`src/rtl/mem_port_arbiter.sv`:
```
// Shares one memory port between instruction fetch and load/store,
// one transaction outstanding, with fetch anti-starvation and a timeout.
//
// Ports:
//   clk, rstn            clock; asynchronous active-high reset
//   if_req/if_addr       fetch request, held until if_gnt
//   if_gnt, if_rvalid    fetch grant / response pulses, if_rdata
//   d_req/d_we/d_addr    data request, held until d_gnt
//   d_wdata/d_wstrb      store data and byte strobes
//   d_gnt, d_rvalid      data grant / response pulses, d_rdata
//   mem_req, mem_we      issue pulse and registered transaction fields
//   mem_addr/wdata/wstrb
//   mem_rvalid/rdata     memory completion
//   mem_abort, err       timeout pulses
// Optional: define PERF_CNT_EN to add perf_if_grants, perf_d_grants,
//   perf_conflicts and perf_timeouts 32-bit event counters.
module mem_port_arbiter #(
  parameter int AW       = 32,
  parameter int DW       = 32,
  parameter int MAX_WAIT = 4,
  parameter int TIMEOUT  = 16
) (
  input  logic            clk,
  input  logic            rstn,
  input  logic            if_req,
  input  logic [AW-1:0]   if_addr,
  output logic            if_gnt,
  output logic            if_rvalid,
  output logic [DW-1:0]   if_rdata,
  input  logic            d_req,
  input  logic            d_we,
  input  logic [AW-1:0]   d_addr,
  input  logic [DW-1:0]   d_wdata,
  input  logic [DW/8-1:0] d_wstrb,
  output logic            d_gnt,
  output logic            d_rvalid,
  output logic [DW-1:0]   d_rdata,
  output logic            mem_req,
  output logic            mem_we,
  output logic [AW-1:0]   mem_addr,
  output logic [DW-1:0]   mem_wdata,
  output logic [DW/8-1:0] mem_wstrb,
  input  logic            mem_rvalid,
  input  logic [DW-1:0]   mem_rdata,
  output logic            mem_abort,
  output logic            err
`ifdef PERF_CNT_EN
  ,
  output logic [31:0]     perf_if_grants,
  output logic [31:0]     perf_d_grants,
  output logic [31:0]     perf_conflicts,
  output logic [31:0]     perf_timeouts
`endif
);

  localparam int WW = $clog2(MAX_WAIT + 1);
  localparam int TW = $clog2(TIMEOUT);

  typedef enum logic {
    IDLE,
    BUSY
  } state_t;

  state_t        state;
  logic          owner;
  logic [WW-1:0] fetch_wait;
  logic [TW-1:0] tcnt;

  logic any_req;
  logic both_req;
  logic fetch_win;
  logic wait_max;

  always_comb begin
    any_req   = if_req | d_req;
    both_req  = if_req & d_req;
    wait_max  = (fetch_wait == WW'(MAX_WAIT));
    fetch_win = if_req & (~d_req | wait_max);
  end

  always_ff @(posedge clk or posedge rstn) begin
    if (rstn) begin
      state      <= IDLE;
      owner      <= 1'b0;
      fetch_wait <= '0;
      tcnt       <= '0;
      if_gnt     <= 1'b0;
      d_gnt      <= 1'b0;
      if_rvalid  <= 1'b0;
      d_rvalid   <= 1'b0;
      if_rdata   <= '0;
      d_rdata    <= '0;
      mem_req    <= 1'b0;
      mem_we     <= 1'b0;
      mem_addr   <= '0;
      mem_wdata  <= '0;
      mem_wstrb  <= '0;
      mem_abort  <= 1'b0;
      err        <= 1'b0;
    end else begin
      if_gnt    <= 1'b0;
      d_gnt     <= 1'b0;
      mem_req   <= 1'b0;
      if_rvalid <= 1'b0;
      d_rvalid  <= 1'b0;
      mem_abort <= 1'b0;
      err       <= 1'b0;

      // Only an IDLE-cycle loss counts toward starvation.
      if (!if_req) begin
        fetch_wait <= '0;
      end else if (state == IDLE) begin
        if (fetch_win)
          fetch_wait <= '0;
        else if (!wait_max)
          fetch_wait <= fetch_wait + 1'b1;
      end

      unique case (state)
        IDLE: begin
          if (any_req) begin
            state   <= BUSY;
            mem_req <= 1'b1;
            tcnt    <= '0;
            owner   <= ~fetch_win;
            if (fetch_win) begin
              if_gnt    <= 1'b1;
              mem_we    <= 1'b0;
              mem_addr  <= if_addr;
              mem_wdata <= '0;
              mem_wstrb <= '0;
            end else begin
              d_gnt     <= 1'b1;
              mem_we    <= d_we;
              mem_addr  <= d_addr;
              mem_wdata <= d_wdata;
              mem_wstrb <= d_wstrb;
            end
          end
        end
        BUSY: begin
          if (mem_rvalid) begin
            state <= IDLE;
            if (owner) begin
              d_rvalid <= 1'b1;
              d_rdata  <= mem_we ? '0 : mem_rdata;
            end else begin
              if_rvalid <= 1'b1;
              if_rdata  <= mem_rdata;
            end
          end else if (tcnt == TW'(TIMEOUT - 1)) begin
            state     <= IDLE;
            mem_abort <= 1'b1;
            err       <= 1'b1;
            if (owner) begin
              d_rvalid <= 1'b1;
              d_rdata  <= DW'(32'hDEADBEEF);
            end else begin
              if_rvalid <= 1'b1;
              if_rdata  <= DW'(32'hDEADBEEF);
            end
          end else begin
            tcnt <= tcnt + 1'b1;
          end
        end
        default: state <= IDLE;
      endcase
    end
  end

`ifdef PERF_CNT_EN
  always_ff @(posedge clk or posedge rstn) begin
    if (rstn) begin
      perf_if_grants <= '0;
      perf_d_grants  <= '0;
      perf_conflicts <= '0;
      perf_timeouts  <= '0;
    end else begin
      if (state == IDLE && any_req) begin
        if (fetch_win)
          perf_if_grants <= perf_if_grants + 1'b1;
        else
          perf_d_grants <= perf_d_grants + 1'b1;
      end
      if (state == IDLE && both_req)
        perf_conflicts <= perf_conflicts + 1'b1;
      if (state == BUSY && !mem_rvalid &&
          tcnt == TW'(TIMEOUT - 1))
        perf_timeouts <= perf_timeouts + 1'b1;
    end
  end
`endif

endmodule

```
`config.mk`:
```
export PLATFORM = sky130hd
export DESIGN_NAME = mem_port_arbiter
export DESIGN_NICKNAME = d
export VERILOG_FILES = /design/src/rtl/mem_port_arbiter.sv
export SDC_FILE = /design/constraint.sdc
export NUM_CORES = 1
export LEC_CHECK = 0
export CORE_MARGIN = 4
export CORE_UTILIZATION = 38
export DETAILED_ROUTE_END_ITERATION = 7
export GPL_ROUTABILITY_DRIVEN = 0
export PLACE_DENSITY = 0.77
export SYNTH_ARGS = -nofsm -noshare
export SYNTH_HDL_FRONTEND = slang
export SYNTH_SLANG_ARGS = --single-unit
```
`constraint.sdc`:
```
create_clock -name clk -period 5.2 [get_ports clk]
set_input_delay 1.04 -clock clk [delete_from_list [all_inputs] [get_ports clk]]
set_output_delay 1.04 -clock clk [all_outputs]
set_load 0.02 [all_outputs]
```
==> parameters.txt <==
Parameter                              Value

Logic synthesis
  Yosys warns ... 0
  Number of distinct library cell variants in the gate-level netlist after synthesis ... 41
  Xor/xnor share of the synthesized area ... 0%
  Post-synthesis share of cell area spent on and, or, nand and nor gates ... 12.1%
  Register bit count reported by yosys ... 148
  Most numerous cell in the Yosys netlist ... sky130_fd_sc_hd__dfrtp_1
  Largest family of logic cells by synthesized area ... compound AO/OA/AOI/OAI gates
  Top cell type's share of synthesized area ... 59.4%
  Avg Synthesized Cell Area ... 12.5 µm²
  Top post-synthesis cells by count ... sky130_fd_sc_hd__dfrtp_1, sky130_fd_sc_hd__nand2_1, sky130_fd_sc_hd__a22o_1
  Async set-or-reset flop fraction in the synthesized netlist ... 100%
  Number of enable-type register cells in the synthesized netlist ... 0
  Post-synth top area cell ... sky130_fd_sc_hd__dfrtp_1
  Total standard cell area after synthesis ... 6240 µm²
  Net Count, Synth ... 641
  Register area share after synthesis ... 59.4%
  Leading cell types by total area after synthesis ... sky130_fd_sc_hd__dfrtp_1, sky130_fd_sc_hd__a22o_1, sky130_fd_sc_hd__o211ai_2, sky130_fd_sc_hd__nand2_1, sky130_fd_sc_hd__a2bb2oi_1
  Commonest register cell after synthesis ... sky130_fd_sc_hd__dfrtp_1
  Adder-cell area share of the yosys netlist ... 0.602%
  Compound-gate portion of the synthesized area ... 22.3%
  Multiplexer share of the synthesized area ... 0.181%
  Mapped Cells ... 500

Die
  Area of the core ... 16,000 µm²
  Vertical die dimension ... 136 µm
  Starting utilization of the core area ... 39.0%
  Die Footprint ... 18,500 µm²
  Number of top-level pins ... 278
  Number of rows in the core area ... 46
  Die Wd ... 136 µm

Global routing
  Largest net degree at the start of global routing ... 119
  First-pass GRT wire length ... 29,000 µm
  Vias in the first global route ... 5,426
  Overflow left after global routing ... 0
  Antenna violations before repair ... 0
  Overall routing resource usage ... 19.8%

Cells and area
  Area growth from synthesis to final layout ... 54.1%
  Fill cell count ... 1,281
  Count of nets after finishing ... 894
  Diode insertion count for antenna repair ... 0
  Share of layout cells above drive strength 1 ... 10.1%

Drt
  Number of DRC violations after detailed-routing iteration 0 ... 238
  Final ANT Viol Nets ... 0
  Remaining routing DRC violations ... 0
  First-pass detailed-route iteration total ... 5
  Total number of vias ... 5,179
  Detailed-route wire length per cell ... 18.9 µm
  Drt via density ... 5.27
  Wirelength, routed ... 18,500 µm

Worst setup path
  Data arrival time at the worst-slack endpoint ... 3.57 ns
  Worst Path Class, Setup ... in -> reg
  Crit-path slowest cell ... sky130_fd_sc_hd__clkdlybuf4s50_1
  Cell chain of the critical path ... clkdlybuf4s50_1 > o21bai_4 > buf_4 > o21a_1 > inv_1 > a31oi_1
  Setup slack, reg-to-reg ... 2.64 ns
  Number of cell instances on the worst register-to-register path ... 3
  Top fanout value on the critical path ... 72
  Count of buffering cells on the critical path with inverters included ... 3
  Dominant delay contributor by cell family on the critical path ... buffers and inverters
  Kind of start point of the critical path ... input pin
  Required @ worst endpoint ... 5.53 ns
  Largest stage delay, worst path ... 0.95 ns
  Count of cell instances traversed by the critical path ... 6
  Critical path endpoint category ... register

Clock network
  Resize count post-CTS ... 0
  H-tree depth ... 4
  Clock latency reported for the late side of the worst-skew pair ... 0.41 ns
  Number of hold buffers added after CTS ... 0
  Clock tree from TritonCTS ... done
  Number of buffers on the longest clock path ... 2
  Total CTS buffers ... 17
  Root cell of the clock tree ... sky130_fd_sc_hd__clkbuf_16
  Worst-path clk slew ... 0.06 ns
  Clk sink count ... 148
  Post-CTS Setup Bufs ... 0

Timing
  Number of endpoints failing setup at the final stage ... 0
  Maximum achievable frequency ... 0.308 GHz
  Fraction of the cycle the final worst path needs ... 62.3%
  Skew final ... 0.0116 ns
  Count of endpoints failing hold in the final timing report ... 0
  Slew headroom ... 28.8%
  Fin crit period ... 3.24 ns
  Unrepaired setup endpoints after global routing ... false
  Final Max Slew Viols ... 0
  Post-route setup TNS ... 0 ns
  Slew at the pin with the worst max-slew slack ... 1.07 ns

Power and ir drop
  Cell leakage power ... 4.07 nW
  Pwr per Cell Area ... 566 nW/µm²
  Max IR drop VDD ... 0.237 mV
  Power, Total ... 5.44 mW

Placed design
  Port Buffer Count ... 277
  Detailed placer's ending HPWL ... 13,100 µm

Worst hold path
  Cell count of the worst hold path ... 1
  Worst Hold Class ... reg -> reg

Job
  Maximum Capacitance Violations ... 0

Status
  Run status ... finished clean
## registers in the layout (all words and copies together) (netlist names)
signal,count
d_gnt,1
d_rdata,32
d_rvalid,1
err,1
fetch_wait,3
if_gnt,1
if_rdata,32
if_rvalid,1
mem_addr,32
mem_req,1
mem_wdata,32
mem_we,1
mem_wstrb,4
owner,1
state,1
tcnt,4
## metal layers
layer | vias to the layer above | track usage, % | wire length, µm
li1 | 2353 | - | -
met1 | 2569 | 24.5 | 7560
met2 | 238 | 34.1 | 9330
met3 | 19 | 5.14 | 1350
met4 | 0 | 5.99 | 288
met5 | - | 0 | 0
## where the power goes
group	internal [mW]	switching (mW)
clock	0.684	0.502
sequential	1.60	0.309
combinational	1.19	1.16
## stage by stage
stage / setup WS (ns) / utilization (%) / cell area [µm²] / hold WS [ns] / std cells
after global routing: 1.80 / 60.1 / 9610 / 0.510 / 982
after global placement: 1.67 / 56.4 / 9030 / 0.470 / 950
after CTS: 2.03 / 60.1 / 9610 / 0.492 / 982
after detailed placement: 1.58 / 56.4 / 9030 / 0.477 / 950
after floorplan: 0.180 / - / 6240 / 0.499 / 500
final: 1.96 / 60.1 / 9610 / 0.489 / 982
## worst reg2reg max path: cells and delay by family, from the launching register on
family / cells / cell delay, ns
AO/OA/AOI/OAI: 1 / 0.24
flip-flops: 1 / 0.71
AND/OR/NAND/NOR: 2 / 1.55
## layout make-up
type	count	area [µm²]	share of cell area [%]
inverters	7	31.3	0.325
multi-input cells	298	2220	23.1
flip-flops and latches	148	3700	38.5
clock buffers	18	439	4.57
well taps	216	270	2.81
repair buffers	281	2800	29.2
clock inverters	14	144	1.50
## worst paths after layout
kind,startpoint,end
worst min-delay path,if_rdata[27],if_rdata[27]
min in group asynchronous,rstn,d_gnt
max in group asynchronous,rstn,mem_addr[18]
worst max-delay path,if_req,tcnt[2]
worst max register to register,state,d_rdata[29]
worst min register to register,if_rdata[27],if_rdata[27]
## logic make-up (layout without fill, tap and decap cells)
| logic type | count (synthesis) | in the layout |
|---|---|---|
| AO/OA/AOI/OAI | 149 | 149 |
| AND/OR/NAND/NOR | 145 | 145 |
| adder cells (fa/ha/maj) | 3 | 3 |
| flip-flops | 148 | 148 |
| buffers and inverters | 54 | 320 |
| multiplexers | 1 | 1 |
## cell usage in the layout (no fill, tap or decap), drive strengths merged, types with 3 or more instances in the layout
cell type      instances
a2bb2oi               24
ha                     3
nand4                 32
clkinv                 6
a22o                  54
a21boi                 3
nand2                 68
dfrtp                148
nand2b                27
clkbuf                18
inv                   12
nor2b                  3
o211ai                33
buf                    4
clkdlybuf4s50        277
o22a                  24
Note: power is estimated with default switching activity, not from simulation.
